===== src/rtl/vga_sprite_slot_writer.sv =====
// Sprite slot bus initiator: streams a 2bpp bitmap from ROM into sprite RAM,
// programs bypass/x0/y0/ctrl, and commits game-logic updates on frame ticks.
module vga_sprite_slot_writer #(
    parameter int         ADDR_WIDTH = 10,
    parameter logic [10:0] X_INIT    = 11'd0,
    parameter logic [10:0] Y_INIT    = 11'd0,
    parameter logic [4:0]  CTRL_INIT = 5'b00100
) (
    input  logic                  clk,
    input  logic                  reset_n,
    input  logic                  load_start,
    input  logic                  bypass_in,
    input  logic                  frame_tick,
    input  logic                  upd_valid,
    output logic                  upd_ready,
    input  logic [10:0]           upd_x,
    input  logic [10:0]           upd_y,
    input  logic [4:0]            upd_ctrl,
    output logic [ADDR_WIDTH-1:0] rom_addr,
    input  logic [1:0]            rom_data,
    output logic                  cs,
    output logic                  write,
    output logic [13:0]           addr,
    output logic [31:0]           wr_data,
    output logic                  busy,
    output logic                  load_done
);
    localparam int DEPTH = 2 ** ADDR_WIDTH;
    localparam int CW    = ADDR_WIDTH + 1;

    typedef enum logic [2:0] {
        IDLE, LOAD, REG_BYP, REG_X, REG_Y, REG_CTRL, DONE
    } state_e;

    state_e                state_q, state_d;
    logic                  commit_q, commit_d;
    logic [CW-1:0]         idx_q, idx_d;
    logic [ADDR_WIDTH-1:0] rom_addr_q, rom_addr_d;
    logic [10:0]           px_q, px_d, py_q, py_d;
    logic [4:0]            pctrl_q, pctrl_d;
    logic                  pend_q, pend_d;
    logic [10:0]           wx_q, wx_d, wy_q, wy_d;
    logic [4:0]            wc_q, wc_d;
    logic                  cs_q, cs_d, ram_wr_q, ram_wr_d;
    logic [13:0]           addr_q, addr_d;
    logic [31:0]           wr_data_q, wr_data_d;
    logic                  busy_q, busy_d, done_q, done_d, ready_q, ready_d;
    logic                  accept;

    always_comb begin
        state_d    = state_q;
        commit_d   = commit_q;
        idx_d      = idx_q;
        rom_addr_d = rom_addr_q;
        px_d       = px_q;
        py_d       = py_q;
        pctrl_d    = pctrl_q;
        pend_d     = pend_q;
        wx_d       = wx_q;
        wy_d       = wy_q;
        wc_d       = wc_q;
        cs_d       = 1'b0;
        ram_wr_d   = 1'b0;
        addr_d     = addr_q;
        wr_data_d  = wr_data_q;
        accept     = (state_q == IDLE) && upd_valid;

        unique case (state_q)
            IDLE: begin
                if (load_start) begin
                    state_d    = LOAD;
                    commit_d   = 1'b0;
                    idx_d      = '0;
                    rom_addr_d = '0;
                    wx_d       = accept ? upd_x : px_q;
                    wy_d       = accept ? upd_y : py_q;
                    wc_d       = accept ? upd_ctrl : pctrl_q;
                end else if (frame_tick && pend_q) begin
                    // Snapshot so a same-cycle accept waits for the next tick.
                    state_d  = REG_X;
                    commit_d = 1'b1;
                    wx_d     = px_q;
                    wy_d     = py_q;
                    wc_d     = pctrl_q;
                    pend_d   = 1'b0;
                end
            end
            LOAD: begin
                if (idx_q < CW'(DEPTH)) begin
                    cs_d     = 1'b1;
                    ram_wr_d = 1'b1;
                    addr_d   = 14'(idx_q[ADDR_WIDTH-1:0]);
                    idx_d    = idx_q + 1'b1;
                    if (idx_q < CW'(DEPTH - 1)) begin
                        rom_addr_d = rom_addr_q + 1'b1;
                    end
                end else begin
                    state_d = REG_BYP;
                end
            end
            REG_BYP:  state_d = REG_X;
            REG_X:    state_d = REG_Y;
            REG_Y:    state_d = REG_CTRL;
            REG_CTRL: state_d = commit_q ? IDLE : DONE;
            DONE: begin
                state_d = IDLE;
                pend_d  = 1'b0;
            end
            default:  state_d = IDLE;
        endcase

        if (accept) begin
            px_d    = upd_x;
            py_d    = upd_y;
            pctrl_d = upd_ctrl;
            pend_d  = 1'b1;
        end

        case (state_d)
            REG_BYP: begin
                cs_d      = 1'b1;
                addr_d    = 14'h2000;
                wr_data_d = {31'b0, bypass_in};
            end
            REG_X: begin
                cs_d      = 1'b1;
                addr_d    = 14'h2001;
                wr_data_d = {21'b0, wx_d};
            end
            REG_Y: begin
                cs_d      = 1'b1;
                addr_d    = 14'h2002;
                wr_data_d = {21'b0, wy_d};
            end
            REG_CTRL: begin
                cs_d      = 1'b1;
                addr_d    = 14'h2003;
                wr_data_d = {27'b0, wc_d};
            end
            default: ;
        endcase

        busy_d  = (state_d != IDLE);
        ready_d = (state_d == IDLE);
        done_d  = (state_d == DONE);
    end

    always_ff @(posedge clk) begin
        if (!reset_n) begin
            state_q    <= IDLE;
            commit_q   <= 1'b0;
            idx_q      <= '0;
            rom_addr_q <= '0;
            px_q       <= X_INIT;
            py_q       <= Y_INIT;
            pctrl_q    <= CTRL_INIT;
            pend_q     <= 1'b0;
            wx_q       <= X_INIT;
            wy_q       <= Y_INIT;
            wc_q       <= CTRL_INIT;
            cs_q       <= 1'b0;
            ram_wr_q   <= 1'b0;
            addr_q     <= '0;
            wr_data_q  <= '0;
            busy_q     <= 1'b0;
            done_q     <= 1'b0;
            ready_q    <= 1'b1;
        end else begin
            state_q    <= state_d;
            commit_q   <= commit_d;
            idx_q      <= idx_d;
            rom_addr_q <= rom_addr_d;
            px_q       <= px_d;
            py_q       <= py_d;
            pctrl_q    <= pctrl_d;
            pend_q     <= pend_d;
            wx_q       <= wx_d;
            wy_q       <= wy_d;
            wc_q       <= wc_d;
            cs_q       <= cs_d;
            ram_wr_q   <= ram_wr_d;
            addr_q     <= addr_d;
            wr_data_q  <= wr_data_d;
            busy_q     <= busy_d;
            done_q     <= done_d;
            ready_q    <= ready_d;
        end
    end

    // ROM output is itself registered; it lands in the cycle of its RAM write.
    assign wr_data   = ram_wr_q ? {30'b0, rom_data} : wr_data_q;
    assign cs        = cs_q;
    assign write     = cs_q;
    assign addr      = addr_q;
    assign rom_addr  = rom_addr_q;
    assign busy      = busy_q;
    assign load_done = done_q;
    assign upd_ready = ready_q;
endmodule

===== config.mk =====
export PLATFORM = sky130hd
export DESIGN_NAME = vga_sprite_slot_writer
export DESIGN_NICKNAME = d
export VERILOG_FILES = /design/src/rtl/vga_sprite_slot_writer.sv
export SDC_FILE = /design/constraint.sdc
export NUM_CORES = 1
export LEC_CHECK = 0
export BUFFER_PORTS_ARGS = -buffer_cell sky130_fd_sc_hd__buf_4
export CAP_MARGIN = 20
export CORE_MARGIN = 4
export CORE_UTILIZATION = 25
export CTS_BUF_LIST = sky130_fd_sc_hd__clkbuf_8
export DETAILED_ROUTE_END_ITERATION = 8
export PLACE_DENSITY_LB_ADDON = 0.25
export SKIP_LAST_GASP = 1
export SLEW_MARGIN = 10
export SYNTH_ARGS = -nofsm -noshare
export SYNTH_HDL_FRONTEND = slang
export SYNTH_SLANG_ARGS = --single-unit

===== constraint.sdc =====
create_clock -name clk -period 6.3 [get_ports clk]
set_clock_uncertainty 0.2 [all_clocks]
set_input_delay 0.63 -clock clk [delete_from_list [all_inputs] [get_ports clk]]
set_output_delay 0.63 -clock clk [all_outputs]
set_load 0.02 [all_outputs]

# --- Word-level counts from Yosys, hierarchy flattened ---
# Cells that the tools add are included.
word_totals:
  inputBits: 35
  output_inout_bits: 61
  register_bits: 131
  elab_cells: 93
classes:
  n_eq_ne: 16
  n_lt_le_gt_ge: 2
  n_mux: 38
  add_sub_neg: 2
  n_reduce_logical: 17
op_table:
  columns: ["operator", "count"]
  rows:
  - ["32-bit case mux with 4 select lines", 1]
  - ["11-bit 2-to-1 mux", 10]
  - ["14-bit case mux with 4 select lines", 1]
  - ["32-bit 2-to-1 mux", 1]
  - ["10-bit 2-to-1 mux", 3]
  - ["14-bit 2-to-1 mux", 2]
  - ["11-bit case mux with 2 select lines", 1]
  - ["5-bit 2-to-1 mux", 4]
  - ["10-bit case mux with 2 select lines", 1]
  - ["3-bit == test, second input constant", 6]
  - ["3-bit case mux with 6 select lines", 1]
  - ["3-bit by 2-bit == test with 1-bit output, second input constant", 4]
  - ["3-bit 2-to-1 mux", 4]
  - ["11-bit by 1-bit adder with 11-bit output, second input constant", 1]
  - ["11-bit by 10-bit < comparator with 1-bit output, second input constant", 1]
  - ["11-bit < comparator, second input constant", 1]
  - ["10-bit by 1-bit adder with 10-bit output, second input constant", 1]
  - ["5-bit nonzero test", 2]
  - ["1-bit 2-to-1 mux", 8]
  - ["3-bit zero test", 2]
  - ["2-bit inequality test, second input constant", 3]
  - ["3-bit AND reduction", 2]
  - ["3-bit nonzero test", 2]
  - ["2-bit AND reduction", 2]
  - ["other kinds (9)", 11]

# --- Depth between registers and ports, before layout ---
depth:
  depth_word: 7
  mapped_depth: 8
  ltp_nobuf: 5

# --- Worst setup path after synthesis ---
# Ideal clock, no wire load.
synth_path:
  path_type: "in2reg"
  from: "input load_start"
  to: "register wr_data_q[0]"
  required_ns: 5.978
  arrival_time_ns: 1.999
  setup_slack_ns: 3.979
  path_buffers: 1
  path_stages: 6
  setup_ns: 0.122
  cell_sequence: "or4b_4 -> buf_6 -> a2bb2oi_4 -> o221ai_2 -> mux2i_1 -> o311a_1"
synth_between:
  elab_chain_cells: 4
  word_cells_on_any_way: 14
  classes_between: "4 x eq/ne; 9 x mux; 1 x reduce/logical"
synth_lines:
  columns: ["element", "line", "source"]
  rows:
  - ["start, declared", "11", "input logic load_start,"]
  - ["3-bit 2-to-1 mux", "70", "if (load_start) begin"]
  - ["3-bit case mux with 6 select lines", "68", "unique case (state_q)"]
  - ["3-bit == test or 3-bit by 2-bit == test with 1-bit output (tied branches)", "119", "case (state_d)"]
  - ["32-bit case mux with 4 select lines or 4-bit nonzero test (tied branches)", null, null]
  - ["end signal, assigned", "183", "wr_data_q <= wr_data_d;"]
  - ["end, declared", "46", "logic [31:0] wr_data_q, wr_data_d;"]
# Several ways; a longest one is shown, not always the timed one. The select of a mux whose other input is x is not followed.
# A chain may end at the register's enable or synchronous reset.

# --- Worst setup path after layout ---
layout_path:
  from: "register state_q[2]"
  to: "register wr_data_q[0]"
layout_between:
  elab_chain_cells: 6
  word_cells_on_any_way: 26
  classes_between: "9 x eq/ne; 14 x mux; 3 x reduce/logical"
layout_lines:
  columns: ["element", "line", "source"]
  rows:
  - ["start, declared", "35", "state_e state_q, state_d;"]
  - ["start signal, assigned", "169", "state_q <= state_d;"]
  - ["branches (longest 6 deep; another with 32-bit case mux with 4 select lines)", null, null]
# Parallel ways; which one is timed is not known. The select of a mux whose other input is x is not followed.

==> run metrics <==
status=finished clean; cell count after synthesis=592; Detailed Route WL=roughly 14000 microns; Data required, critical path=6.40 ns; proportion of synthesized chip area in sequential cells=about 44%; number of H-tree branching levels=3; global router's overall resource usage=12.7%; pin count of the biggest net entering global routing=55; total of endpoints with negative setup slack in the final report=0; number of fill cells=2060; Final Slew Violations=0; Tcrit/Tclk final=45.5%; Yosys top cell area share=44.2%; number of top-level pins=96; number of placement rows=50; Hold WC Path Type=in2reg; GP Congestion=0.792; DPL Wire Length=around 9700 microns; Post-synth top flop=dfxtp_1; iteration-0 DRC count of the detailed router=~230; count of flip-flops with a built-in enable after synthesis=0; height of the chip=147 microns; count of buffers added by post-CTS timing repair for setup=0; most frequently used cell type in the post-synthesis netlist=dfxtp_1; kind of start point of the critical path=flop; Yosys warning total=0; global-route wire length before repair=22000 microns; endpoint arrival time on the critical path=2.97 ns; TritonCTS clock tree=built; cells taking the most area after synthesis=dfxtp_1 (44%), nand2_1 (7.1%), a21oi_1 (5.5%); register bit count reported by yosys=107; leading cell types by count after synthesis=dfxtp_1 (107), nand2_1 (91), a21oi_1 (53); number of clock sinks=~110; initial core utilization=roughly 26%; number of resized instances in the post-cts repair step=0; average wire per cell in the routed design=between 15 and 20 microns; number of distinct standard cells referenced by the synthesized netlist=60; Clock Latency Late Sink=0.40 ns; largest area contributor in the synthesized netlist=dfxtp_1; area of the die=21700 sq um; Vias=between 4000 and 5000; type of element capturing the critical path=flop; Least-Margin Pin Slew=roughly 0.8 ns; Area Overhead vs Synth=17.2%; number of cells after detailed placement=885; Max Cap Viol=0; peak ir drop on the vdd network=0.0000888 V; number of buffers inserted for hold repair after clock tree synthesis=0; nets@finish=675; cts bufs inserted=9; DIE WIDTH=147 microns; Synth async-reset ratio=0%; initial antenna violation count=0; final std cells w/o fill=~900; Post-Synthesis Mean Instance Area=around 8.2 sq um; critical setup path kind=reg2reg; final critical-path required period=between 2 and 3 ns; quantity of I/O buffers inserted on ports=71; Antenna Nets Post-Route=0; DRC violations left=0; Root Buffer Master=clkbuf_8; headroom to the max-slew limit=46.5%; Avg Vias per Cell=roughly 4.7; number of global-route vias before repair=about 4000; detailed-router iteration count before antenna repair=5; share of post-route cells with drive strength above 1=16.3%; clock transition at the register clock pins on the worst setup and hold paths after CTS=0.12 ns; Fmax=349 MHz; post-route setup TNS=0 ns; Cell Area, Synth=4840 sq um; RSZ-0062 raised after global routing=false; power density relative to cell area=249 nW/um^2; leakage component of the power=2.18 nW; global route total overflow=0; core area=18900 sq um; Max Root-Sink Buffers=2; number of antenna diodes=0; critical path peak fanout=22; endpoints failing hold=0
[registers in the layout, indices dropped and copies added (netlist names), 3 cells and up]
register   count
addr          11
idx_q         11
px_q          11
py_q          11
wr_data_q     11
wx_q          11
wy_q          11
rom_addr      10
pctrl_q        5
wc_q           5
state_q        3
[stage by stage]
| stage | hold slack, ns | util [%] | power [mW] | area [sq um] | setup slack (ns) |
|---|---|---|---|---|---|
| floorplan | 0.228 | - | 0.936 | 4930 | 3.98 |
| global placement | 0.239 | 28.8 | 0.993 | 5440 | 3.42 |
| detailed placement | 0.244 | 28.8 | 0.999 | 5440 | 3.33 |
| CTS | 0.226 | 29.8 | 1.43 | 5630 | 3.41 |
| global route | 0.239 | 30.0 | 1.49 | 5670 | 3.22 |
| finish | 0.257 | 30.0 | 1.41 | 5670 | 3.43 |
[path summary, 6_finish.rpt]
check                                      startpoint                   endpoint  slack, ns  cells past startpoint
worst max-delay path            state_q[2]$_SDFF_PN0_  wr_data_q[0]$_SDFFE_PN0P_       3.43                      5
worst min register to register   addr[4]$_SDFFE_PN0P_       addr[4]$_SDFFE_PN0P_       0.26                      2
worst max register to register  state_q[2]$_SDFF_PN0_  wr_data_q[0]$_SDFFE_PN0P_       3.43                      5
worst min-delay path                      upd_ctrl[2]      pctrl_q[2]$_SDFF_PN1_       0.26                      3
[layout make-up]
cell class                 instances  area, sq um  share of cell area [%]
multi-input combinational        435         2390                    42.2
sequential                       107         2140                    37.8
timing repair buffer              75          588                    10.4
tap                              260          325                    5.73
clock buffer                       9          124                    2.18
clock inverter                     7         65.1                    1.15
inverter                          10         37.5                   0.662
[layer usage]
layer	GRT usage [%]	up-vias	part of all wire, %
met4	4.10	0	1.8
li1	-	2120	-
met2	21.5	110	48
met3	3.67	13	5.0
met1	15.7	1992	45
met5	0	-	0
[kinds of logic after synthesis]
kind of cell,share of synthesized area [%]
compound gates,17.0
fa+ha+maj,0.517
mux,0.646
other cells,0.0774
simple gates,27.0
flops,44.2
xor+xnor,2.35
buf+inv,8.16
[worst max-delay path, cell delays in order (launching register included)]
cell and delay, ns:
dfxtp_1 0.55, nor4b_2 0.55, nand2_1 0.58, o221ai_2 0.42
mux2i_1 0.12, o311a_1 0.35
[where the power goes]
part	internal, mW	switching, mW	leakage [nW]
Combinational	0.0877	0.155	1.20
Sequential	0.719	0.0276	0.874
Clock	0.155	0.267	0.0999
[layout by cell type, fill, tap and decap left out, drive strengths merged, types with 3 or more instances in the layout]
master and instances:
nor3 40, nand3 13, conb 24, a211oi 8
o21ai 14, xor2 5, and2 4, a21o 3
o221ai 5, nand2 91, or2 3, nor2b 17
a211o 6, nand2b 6, or3 6, inv 15
o22a 4, clkbuf 9, nor4 18, buf 75
nand4 7, nor2 49, dfxtp 107, nand3b 4
o22ai 16, a21oi 53, xnor2 8
Power figures use the tool's default switching activity.
